<file path="config.mk">
export PLATFORM = sky130hd
export DESIGN_NAME = cache_ctrl_flat
export DESIGN_NICKNAME = d
export VERILOG_FILES = /design/src/rtl/cache_ctrl_if.sv /design/src/rtl/cache_ctrl.sv /design/src/flat_wrapper.sv
export SDC_FILE = /design/constraint.sdc
export NUM_CORES = 1
export LEC_CHECK = 0
export CORE_MARGIN = 2
export CORE_UTILIZATION = 55
export DETAILED_ROUTE_END_ITERATION = 7
export HOLD_SLACK_MARGIN = 0.03
export PLACE_DENSITY_LB_ADDON = 0.25
export SYNTH_ARGS = -nofsm -noshare
export SYNTH_HDL_FRONTEND = slang
export SYNTH_SLANG_ARGS = --single-unit
</file>
<file path="constraint.sdc">
create_clock -name clk -period 3.05 [get_ports clk]
set_clock_uncertainty 0.05 [all_clocks]
set_input_delay 0.61 -clock clk [delete_from_list [all_inputs] [get_ports clk]]
set_output_delay 0.61 -clock clk [all_outputs]
set_load 0.1 [all_outputs]
</file>
<file path="src/rtl/cache_ctrl_if.sv">
// Bus bundle for cache_ctrl: CPU request/response, memory beat handshake and
// data-array control strobes.
interface cache_ctrl_if;
  logic       cpu_req;
  logic       cpu_rw;
  logic [9:0] cpu_addr;
  logic       cpu_ready;
  logic       cpu_hit;
  logic       mem_req;
  logic       mem_rw;
  logic [9:0] mem_addr;
  logic       mem_ack;
  logic       arr_way;
  logic [1:0] arr_index;
  logic [1:0] arr_word;
  logic       arr_we;
  logic       arr_fill_we;

  // Requester side: CPU plus memory acknowledge
  modport master (
    output cpu_req, cpu_rw, cpu_addr, mem_ack,
    input  cpu_ready, cpu_hit, mem_req, mem_rw, mem_addr,
           arr_way, arr_index, arr_word, arr_we, arr_fill_we
  );

  // Controller side
  modport slave (
    input  cpu_req, cpu_rw, cpu_addr, mem_ack,
    output cpu_ready, cpu_hit, mem_req, mem_rw, mem_addr,
           arr_way, arr_index, arr_word, arr_we, arr_fill_we
  );
endinterface

</file>
<file path="src/rtl/cache_ctrl.sv">
// Controller for a 2-way, 4-set, 4-word-block write-back/write-allocate cache
// with per-set LRU; moves whole blocks to/from memory one beat at a time.
module cache_ctrl (
  input  logic         clk,
  input  logic         reset,
  cache_ctrl_if.slave  bus
);
  typedef enum logic [2:0] {
    S_IDLE, S_LOOKUP, S_WRITEBACK, S_REFILL, S_RESPOND
  } state_e;

  state_e                state_q, state_d;
  logic                  rw_q, rw_d;
  logic [9:2]            addr_q, addr_d;
  logic                  victim_q, victim_d;
  logic [1:0]            beat_q, beat_d;
  logic                  gap_q, gap_d;

  logic [1:0][3:0][3:0]  tag_q;
  logic [1:0][3:0]       valid_q, dirty_q;
  logic [3:0]            lru_q;

  logic [3:0] tag;
  logic [1:0] idx, word;
  logic       hit0, hit1, hit_way, miss_victim;
  logic       touch, touch_way, fill_done;

  logic       ready, hit, mreq, mrw, way, we, fill_we;
  logic [9:0] maddr;
  logic [1:0] aidx, aword;

  assign tag  = addr_q[9:6];
  assign idx  = addr_q[5:4];
  assign word = addr_q[3:2];

  assign hit0        = valid_q[0][idx] && (tag_q[0][idx] == tag);
  assign hit1        = valid_q[1][idx] && (tag_q[1][idx] == tag);
  assign hit_way     = !hit0;
  assign miss_victim = !valid_q[0][idx] ? 1'b0 :
                       !valid_q[1][idx] ? 1'b1 : lru_q[idx];

  always_comb begin
    state_d   = state_q;
    rw_d      = rw_q;
    addr_d    = addr_q;
    victim_d  = victim_q;
    beat_d    = beat_q;
    gap_d     = gap_q;
    touch     = 1'b0;
    touch_way = 1'b0;
    fill_done = 1'b0;
    ready     = 1'b0;
    hit       = 1'b0;
    mreq      = 1'b0;
    mrw       = 1'b0;
    maddr     = '0;
    way       = 1'b0;
    aidx      = '0;
    aword     = '0;
    we        = 1'b0;
    fill_we   = 1'b0;
    unique case (state_q)
      S_IDLE: begin
        if (bus.cpu_req) begin
          rw_d    = bus.cpu_rw;
          addr_d  = bus.cpu_addr[9:2];
          state_d = S_LOOKUP;
        end
      end
      S_LOOKUP: begin
        if (hit0 || hit1) begin
          ready     = 1'b1;
          hit       = 1'b1;
          way       = hit_way;
          aidx      = idx;
          aword     = word;
          we        = rw_q;
          touch     = 1'b1;
          touch_way = hit_way;
          state_d   = S_IDLE;
        end else begin
          victim_d = miss_victim;
          beat_d   = '0;
          gap_d    = 1'b0;
          state_d  = (valid_q[miss_victim][idx] && dirty_q[miss_victim][idx])
                     ? S_WRITEBACK : S_REFILL;
        end
      end
      S_WRITEBACK, S_REFILL: begin
        // gap_q forces the one idle cycle after every accepted beat,
        // including the hand-over from write-back to refill.
        mreq  = !gap_q;
        mrw   = (state_q == S_WRITEBACK);
        maddr = {(state_q == S_WRITEBACK) ? tag_q[victim_q][idx] : tag,
                 idx, beat_q, 2'b00};
        way   = victim_q;
        aidx  = idx;
        aword = beat_q;
        fill_we = (state_q == S_REFILL) && mreq && bus.mem_ack;
        gap_d = 1'b0;
        if (mreq && bus.mem_ack) begin
          gap_d  = 1'b1;
          beat_d = beat_q + 2'd1;
          if (beat_q == 2'd3) begin
            if (state_q == S_WRITEBACK) begin
              state_d = S_REFILL;
            end else begin
              fill_done = 1'b1;
              state_d   = S_RESPOND;
            end
          end
        end
      end
      S_RESPOND: begin
        ready     = 1'b1;
        way       = victim_q;
        aidx      = idx;
        aword     = word;
        we        = rw_q;
        touch     = 1'b1;
        touch_way = victim_q;
        state_d   = S_IDLE;
      end
      default: state_d = S_IDLE;
    endcase
    if (reset) begin
      ready   = 1'b0;
      hit     = 1'b0;
      mreq    = 1'b0;
      mrw     = 1'b0;
      maddr   = '0;
      way     = 1'b0;
      aidx    = '0;
      aword   = '0;
      we      = 1'b0;
      fill_we = 1'b0;
    end
  end

  assign bus.cpu_ready   = ready;
  assign bus.cpu_hit     = hit;
  assign bus.mem_req     = mreq;
  assign bus.mem_rw      = mrw;
  assign bus.mem_addr    = maddr;
  assign bus.arr_way     = way;
  assign bus.arr_index   = aidx;
  assign bus.arr_word    = aword;
  assign bus.arr_we      = we;
  assign bus.arr_fill_we = fill_we;

  always_ff @(posedge clk) begin
    if (reset) begin
      state_q  <= S_IDLE;
      rw_q     <= 1'b0;
      addr_q   <= '0;
      victim_q <= 1'b0;
      beat_q   <= '0;
      gap_q    <= 1'b0;
      valid_q  <= '0;
      dirty_q  <= '0;
      lru_q    <= '0;
    end else begin
      state_q  <= state_d;
      rw_q     <= rw_d;
      addr_q   <= addr_d;
      victim_q <= victim_d;
      beat_q   <= beat_d;
      gap_q    <= gap_d;
      if (fill_done) begin
        tag_q[victim_q][idx]   <= tag;
        valid_q[victim_q][idx] <= 1'b1;
        dirty_q[victim_q][idx] <= 1'b0;
      end
      if (touch) begin
        lru_q[idx] <= !touch_way;
        if (rw_q) dirty_q[touch_way][idx] <= 1'b1;
      end
    end
  end
endmodule
</file>
<file path="src/flat_wrapper.sv">
// flat-port wrapper written by rule: the top's interface ports become plain ports
module cache_ctrl_flat 
  (clk, reset, bus_cpu_req, bus_cpu_rw, bus_cpu_addr, bus_mem_ack, bus_cpu_ready, bus_cpu_hit, bus_mem_req, bus_mem_rw, bus_mem_addr, bus_arr_way, bus_arr_index, bus_arr_word, bus_arr_we, bus_arr_fill_we);
  cache_ctrl_if bus_i ();
  input  logic clk;
  input  logic reset;
  input wire logic [$bits(bus_i.cpu_req)-1:0] bus_cpu_req;
  input wire logic [$bits(bus_i.cpu_rw)-1:0] bus_cpu_rw;
  input wire logic [$bits(bus_i.cpu_addr)-1:0] bus_cpu_addr;
  input wire logic [$bits(bus_i.mem_ack)-1:0] bus_mem_ack;
  output wire logic [$bits(bus_i.cpu_ready)-1:0] bus_cpu_ready;
  output wire logic [$bits(bus_i.cpu_hit)-1:0] bus_cpu_hit;
  output wire logic [$bits(bus_i.mem_req)-1:0] bus_mem_req;
  output wire logic [$bits(bus_i.mem_rw)-1:0] bus_mem_rw;
  output wire logic [$bits(bus_i.mem_addr)-1:0] bus_mem_addr;
  output wire logic [$bits(bus_i.arr_way)-1:0] bus_arr_way;
  output wire logic [$bits(bus_i.arr_index)-1:0] bus_arr_index;
  output wire logic [$bits(bus_i.arr_word)-1:0] bus_arr_word;
  output wire logic [$bits(bus_i.arr_we)-1:0] bus_arr_we;
  output wire logic [$bits(bus_i.arr_fill_we)-1:0] bus_arr_fill_we;
  assign bus_i.cpu_req = bus_cpu_req;
  assign bus_i.cpu_rw = bus_cpu_rw;
  assign bus_i.cpu_addr = bus_cpu_addr;
  assign bus_i.mem_ack = bus_mem_ack;
  assign bus_cpu_ready = bus_i.cpu_ready;
  assign bus_cpu_hit = bus_i.cpu_hit;
  assign bus_mem_req = bus_i.mem_req;
  assign bus_mem_rw = bus_i.mem_rw;
  assign bus_mem_addr = bus_i.mem_addr;
  assign bus_arr_way = bus_i.arr_way;
  assign bus_arr_index = bus_i.arr_index;
  assign bus_arr_word = bus_i.arr_word;
  assign bus_arr_we = bus_i.arr_we;
  assign bus_arr_fill_we = bus_i.arr_fill_we;
  cache_ctrl u_core (.clk(clk), .reset(reset), .bus(bus_i));
endmodule
</file>
==> results of run 1 <==
==> cell type report <==
| type | count | area (um^2) | area share [%] |
|---|---|---|---|
| Multi-Input combinational cell | 229 | 1730 | 38.6 |
| Inverter | 6 | 22.5 | 0.502 |
| Timing Repair Buffer | 62 | 777 | 17.3 |
| Clock buffer | 9 | 124 | 2.76 |
| Sequential cell | 68 | 1690 | 37.6 |
| Clock inverter | 7 | 51.3 | 1.14 |
| Tap cell | 75 | 93.8 | 2.09 |
==> logic make-up after synthesis <==
family	count (synthesis)	share of synthesized area, %
and+or+nand+nor	129	17.6
muxes	20	11.8
xor gates and xnor gates	8	2.27
DFF	68	49.2
adders and majority gates	1	0.366
AOI/OAI and AO/OA	69	14.6
other	1	0.110
buffers and inverters	27	4.06
==> placed cells by master, fill, tap and decap left out, types with 3 or more instances in the layout <==
cell and instances:
o21ai_0 10, o21ai_1 3, mux4_2 14, xnor2_2 7, nor2b_1 3, o41ai_1 4
a21oi_1 24, a311oi_1 3, nand2_2 3, nand3_1 4, nand2b_1 4, clkbuf_8 9
and2_1 3, buf_12 21, buf_4 25, a21oi_4 4, dfxtp_1 35, nor2_1 36
clkdlybuf4s50_1 12, edfxtp_1 32, nor2_2 3, and4_1 3, inv_1 5, mux2i_1 5
o211ai_1 4, or3_1 3, nand2_1 48, buf_6 3
==> metrics by stage <==
step	utilization, %	TNS (ns)	area [um^2]	hold WS [ns]
2_1_floorplan	-	-0.548	3490	0.380
3_3_place_gp	69.0	-0.0620	4110	0.395
3_5_place_dp	69.0	-0.192	4110	0.402
4_1_cts	73.9	-1.56	4400	0.413
5_1_grt	75.3	-2.48	4490	0.429
6_report	75.3	-1.89	4490	0.415
==> routing by layer <==
layer | wire [um] | GRT usage, % | part of all wire [%] | vias up
met5 | 0 | 0 | 0 | -
met4 | 157 | 9.84 | 1.9 | 0
met3 | 519 | 4.47 | 6.2 | 16
met2 | 4110 | 38.3 | 49 | 121
met1 | 3640 | 34.2 | 43 | 1340
li1 | - | - | - | 1283
==> worst max-delay path by stage <==
stage | start | end | slack, ns | cells after the start
floorplan | reset | bus_mem_addr[2] | -0.12 | 4
detailed placement | u_core.addr_q[4]$_SDFFE_PP0P_ | bus_arr_way | -0.08 | 8
finish | u_core.addr_q[4]$_SDFFE_PP0P_ | bus_arr_way | -0.27 | 9
global placement | u_core.addr_q[4]$_SDFFE_PP0P_ | bus_arr_way | -0.06 | 8
CTS | u_core.addr_q[4]$_SDFFE_PP0P_ | bus_arr_way | -0.24 | 9
global route | u_core.addr_q[4]$_SDFFE_PP0P_ | bus_arr_way | -0.37 | 9
==> power by group <==
part / total (mW) / internal, mW / switching, mW
Clock: 0.663 / 0.299 / 0.364
Sequential: 1.07 / 1.01 / 0.0655
Combinational: 0.799 / 0.321 / 0.477
Total: 2.53 / 1.63 / 0.907
==> worst min-delay path, stage by stage, from the launching register on <==
cell     delay, ns
dfxtp_1       0.32
nand2_1       0.05
mux2i_1       0.05
==> registers in the layout, summed over array words and instances, names as in the netlist <==
signal / flops
u_core.valid_q: 8
u_core.victim_q: 1
u_core.gap_q: 1
u_core.beat_q: 2
u_core.tag_q: 32
u_core.dirty_q: 8
u_core.addr_q: 8
u_core.lru_q: 4
u_core.rw_q: 1
u_core.state_q: 3
==> repair_timing <==
| item | in CTS | in global routing |
|---|---|---|
| buffers inserted | 6 | 7 |
| gates resized for setup | 14 | 7 |
| hold endpoints to repair | 0 | 0 |
| pin swaps | 5 | 6 |
| endpoints found under the setup margin | 8 | 16 |
==> run metrics, run 1 <==
slew at the pin closest to its max-slew limit=0.736 ns; vias in the first global route=2691; Final min period=3.32 ns; setup ws final=-0.272 ns; Pre-Repair DR Iteration Count=4; final net count=392; Num CTS Buffers=9; hold path depth=2; largest net degree at the start of global routing=27; Crit-path slowest cell=mux4_2; I/O Buffers=31; Final period util=109%; final WL=8430 um; Leakage=1.56 nW; CTS hold repair buffers=0; area leader, netlist=edfxtp_1; share of Yosys cell area claimed by the top area cell type=28.1%; CTS tree=yes; Root Driver=clkbuf_8; EDFF count, synth=32; sequential share of the synthesized area=49.2%; Clk Latency, worst-skew pair=0.34 ns; reg-to-reg slack, setup=0.35 ns; asr flop ratio synth=0%; Bufs and invs on worst path=3; Layout fillers=374; placed insts=427; initial antenna violation count=0; Setup violations, final=8; final hold vios=0; DP Worst Slack=-0.0834 ns; Antenna diodes=0; Post-Syn Area=3420 um^2; Die W=82.8 um; count of final max-slew check failures=0; hold_sp=u_core.lru_q[1]$_SDFFE_PP0P_; die area=6860 um^2; Post-DRT Antenna Nets=0; gp weighted congestion=0.847; initial cell density of the core=57.4%; power per cell area=565 nW/um^2; core area=5960 um^2; Hold Crit Class=reg -> reg; Syn Inst Count=323; count leader, synth=nand2_1; Layout area overhead=31.3%; TritonCTS sink count=68; FMAX=0.301 GHz; share of cells above drive strength 1=30.2%; RSZ-0062 raised after global routing=true; CP max FO=6; Die Ht=82.8 um; failing checks=setup timing; RR Endpoint=u_core.dirty_q[3]$_SDFF_PP0_; Top FF cell, synth=dfxtp_1; Rel. slew slack=50.4%; Synth area leaders=edfxtp_1 (28%), dfxtp_1 (21%), mux4_2 (7.2%), nand2_1 (5.5%), nor2_1 (4.5%); critical path launch point type=flop; standard-cell row count=28; # H-tree levels=3; R2R Path Start=u_core.addr_q[4]$_SDFFE_PP0P_; CP Capture Type=output port; vias per cell=6.05; Hold Path Sink=u_core.lru_q[1]$_SDFFE_PP0P_; Wirelength per Cell=18.5 um; I/O pin count=36; All-Layer GR Usage=24.5%; Synth warnings=0; initial drt markers=268; Clk pin slew, worst setup/hold paths=0.08 ns; peak supply drop=0.000374 V; run status=complete, but fails checks; Tot Pwr=2.53 mW; top cells by count, synth=nand2_1 (50), nor2_1 (41), dfxtp_1 (36); first-pass GRT wire length=13600 um; CP Cell Sequence=buf_8 > mux4_2 > xnor2_2 > nand2_2 > nor3_4 > buf_6 > a22oi_4 > a21oi_4 > buf_12; Netlist cell types=57; Max-Cap Viols=0; Slowest Stage Delay on Critical Path=0.56 ns; FF-to-FF path depth=10; Top delay family on crit path=multiplexers; fin cells=456; vias post-DR=2760; flops & latches, synth=68; critical path type=reg -> out; Worst EP required=2.39 ns; worst endpoint data arrival time=2.66 ns; DP Wirelength=5550 um; grt ovf=0; Mapped Avg Cell Area=10.6 um^2; drc violations=0; CTS Buffer Depth=2
Note: power is estimated with default switching activity, not from simulation.
==> inputs of run 2 (changes only) <==
--- a/config.mk
+++ b/config.mk
@@ -9,7 +9,7 @@
 export CORE_UTILIZATION = 55
 export DETAILED_ROUTE_END_ITERATION = 7
 export HOLD_SLACK_MARGIN = 0.03
-export PLACE_DENSITY_LB_ADDON = 0.25
+export PLACE_DENSITY = 0.83
 export SYNTH_ARGS = -nofsm -noshare
 export SYNTH_HDL_FRONTEND = slang
 export SYNTH_SLANG_ARGS = --single-unit
==> run 2 against run 1 <==
  * The flow still finishes with violations (setup timing)
  * Global-route usage grew 4.0 points
  * Die area is the same
  * Non-clock buffer count grew 2
  * Core utilization grew 0.13 points
  * Final cell count grew 0.22%
==> run metrics, run 2 (synthesized netlist as in run 1, its figures left out) <==
run status=complete, but fails checks; failing checks=setup timing; power per cell area=584 nW/um^2 (+3.4%); Die W=82.8 um (unchanged); Leakage=1.55 nW (-0.29%); share of cells above drive strength 1=30.6% (+0.44 points); Final period util=110% (+0.92 points); standard-cell row count=28 (unchanged); Rel. slew slack=49.3% (-1.0 points); critical path type=reg -> out; All-Layer GR Usage=28.5% (+4.0 points); Clk pin slew, worst setup/hold paths=0.07 ns (about the same); # H-tree levels=3 (unchanged); sw frac=35.7% (-0.11 points); gp weighted congestion=0.897 (+5.9%); I/O Buffers=31 (unchanged); Num CTS Buffers=9 (unchanged); Post-DRT Antenna Nets=0 (unchanged); drc violations=0 (unchanged); critical path launch point type=flop; Clk Latency, worst-skew pair=0.35 ns (about the same); hold slack=0.421 ns (+0.00573 ns); Tot Pwr=2.62 mW (+3.6%); Max-Cap Viols=0 (unchanged); Net Sw Power=0.936 mW (+3.2%); CTS hold repair buffers=0 (unchanged); largest net degree at the start of global routing=22 (-19%); Root Driver=clkbuf_8; max reg flops=32 (unchanged); CP max FO=5 (-1); slew at the pin closest to its max-slew limit=0.752 ns (+0.0153 ns); commonest non-fill, non-tap cell in the layout=nand2_1; FMAX=0.298 GHz (-0.84%); CTS tree=yes; CTS Buffer Depth=2 (unchanged); count of final max-slew check failures=0 (unchanged); clock share of power=27.2% (+1.0 points); Wirelength per Cell=21.7 um (+17%); vias per cell=6.70 (+11%); vias post-DR=3064 (+11%); CP Cell Sequence=buf_6 > mux4_2 > xnor2_2 > nand2_2 > nor3_4 > buf_6 > a22oi_4 > a21oi_4 > buf_12; Pint=1.69 mW (+3.7%); Slowest Stage Delay on Critical Path=0.57 ns (about the same); I/O pin count=36 (unchanged); Crit-path slowest cell=mux4_2; core area=5960 um^2 (unchanged); Hold Crit Class=reg -> reg; Final min period=3.35 ns (+0.0282 ns); final WL=9920 um (+18%); Worst EP required=2.39 ns (about the same); Setup violations, final=8 (unchanged); first-pass GRT wire length=15200 um (+12%); CP Capture Type=output port; setup ws final=-0.301 ns (-0.0282 ns); Layout fillers=310 (-17%); grt ovf=0 (unchanged); DP Wirelength=6030 um (+8.7%); worst endpoint data arrival time=2.69 ns (+0.03 ns); final net count=394 (+0.51%); final hold vios=0 (unchanged); Antenna diodes=0 (unchanged); most frequent cells in the layout=nand2_1 (48), nor2_1 (36), dfxtp_1 (34); largest register by flop count=u_core.tag_q; most used cell, CP=buf_6; initial drt markers=361 (+35%); sequential share of power=41.3% (-1.0 points); die area=6860 um^2 (unchanged); initial antenna violation count=0 (unchanged); RSZ-0062 raised after global routing=true; combinational cell fraction of total power=31.4% (about the same); initial cell density of the core=57.4% (unchanged); Pre-Repair DR Iteration Count=5 (+1); TritonCTS sink count=68 (unchanged); Layout area overhead=31.5%; peak supply drop=0.000408 V (+9.0%); Die Ht=82.8 um (unchanged); vias in the first global route=2900 (+7.8%)
run 2: power groups by stage:
stage / combinational, mW / clock [mW] / sequential [mW]
global route: 0.870 / 0.748 / 1.09
global placement: 0.690 / 0 / 1.09
detailed placement: 0.708 / 0 / 1.10
CTS: 0.771 / 0.710 / 1.08
finish: 0.825 / 0.714 / 1.08
floorplan: 0.535 / 0 / 1.06
run 2: area by class of cell:
cell class,instances,area (um^2),area share [%]
clock buffer,9,124,2.76
clock inverter,6,56.3,1.25
inverter,6,22.5,0.501
multi-input combinational,229,1740,38.8
sequential,68,1690,37.6
tap,75,93.8,2.09
timing repair buffer,64,767,17.1
run 2: final timing paths:
| check | startpoint | slack (ns) | cells after the start | to |
|---|---|---|---|---|
| hold reg to reg | u_core.dirty_q[7]$_SDFF_PP0_ | 0.42 | 2 | u_core.dirty_q[7]$_SDFF_PP0_ |
| setup / recovery | u_core.addr_q[4]$_SDFFE_PP0P_ | -0.30 | 9 | bus_arr_way |
| setup reg to reg | u_core.addr_q[4]$_SDFFE_PP0P_ | 0.29 | 9 | u_core.dirty_q[1]$_SDFF_PP0_ |
| hold / removal | u_core.dirty_q[7]$_SDFF_PP0_ | 0.42 | 2 | u_core.dirty_q[7]$_SDFF_PP0_ |
run 2: worst max-delay path, delay by kind of cell (launching register included):
kind,cells,cell delay [ns]
AOI/OAI and AO/OA,2,0.24
buffers and inverters,3,0.50
muxes,1,0.57
and+or+nand+nor,2,0.41
DFF,1,0.38
xor gates and xnor gates,1,0.23
run 2: through the flow:
stage | util [%] | TNS (ns) | setup WS [ns] | area [um^2] | std cells
4_1_cts | 74.5 | -1.10 | -0.200 | 4430 | 451
5_1_grt | 75.5 | -2.22 | -0.358 | 4490 | 457
6_report | 75.5 | -1.77 | -0.301 | 4490 | 457
3_5_place_dp | 68.8 | -0.110 | -0.0822 | 4100 | 427
3_3_place_gp | 68.8 | -0.0117 | -0.0117 | 4100 | 427
2_1_floorplan | - | -0.548 | -0.120 | 3490 | 324
run 2: timing repair:
action / CTS / global route
buffers inserted: 9 / 6
pin swaps: 10 / 5
endpoints found under the setup margin: 9 / 9
resized for setup: 23 / 3
run 2: per-layer routing:
layer / vias up / wire, um / global-route usage, %
met1: 1465 / 3670 / 34.4
met3: 55 / 859 / 6.86
li1: 1290 / - / -
met4: 0 / 593 / 16.1
met2: 254 / 4790 / 46.9
met5: - / 0 / 0
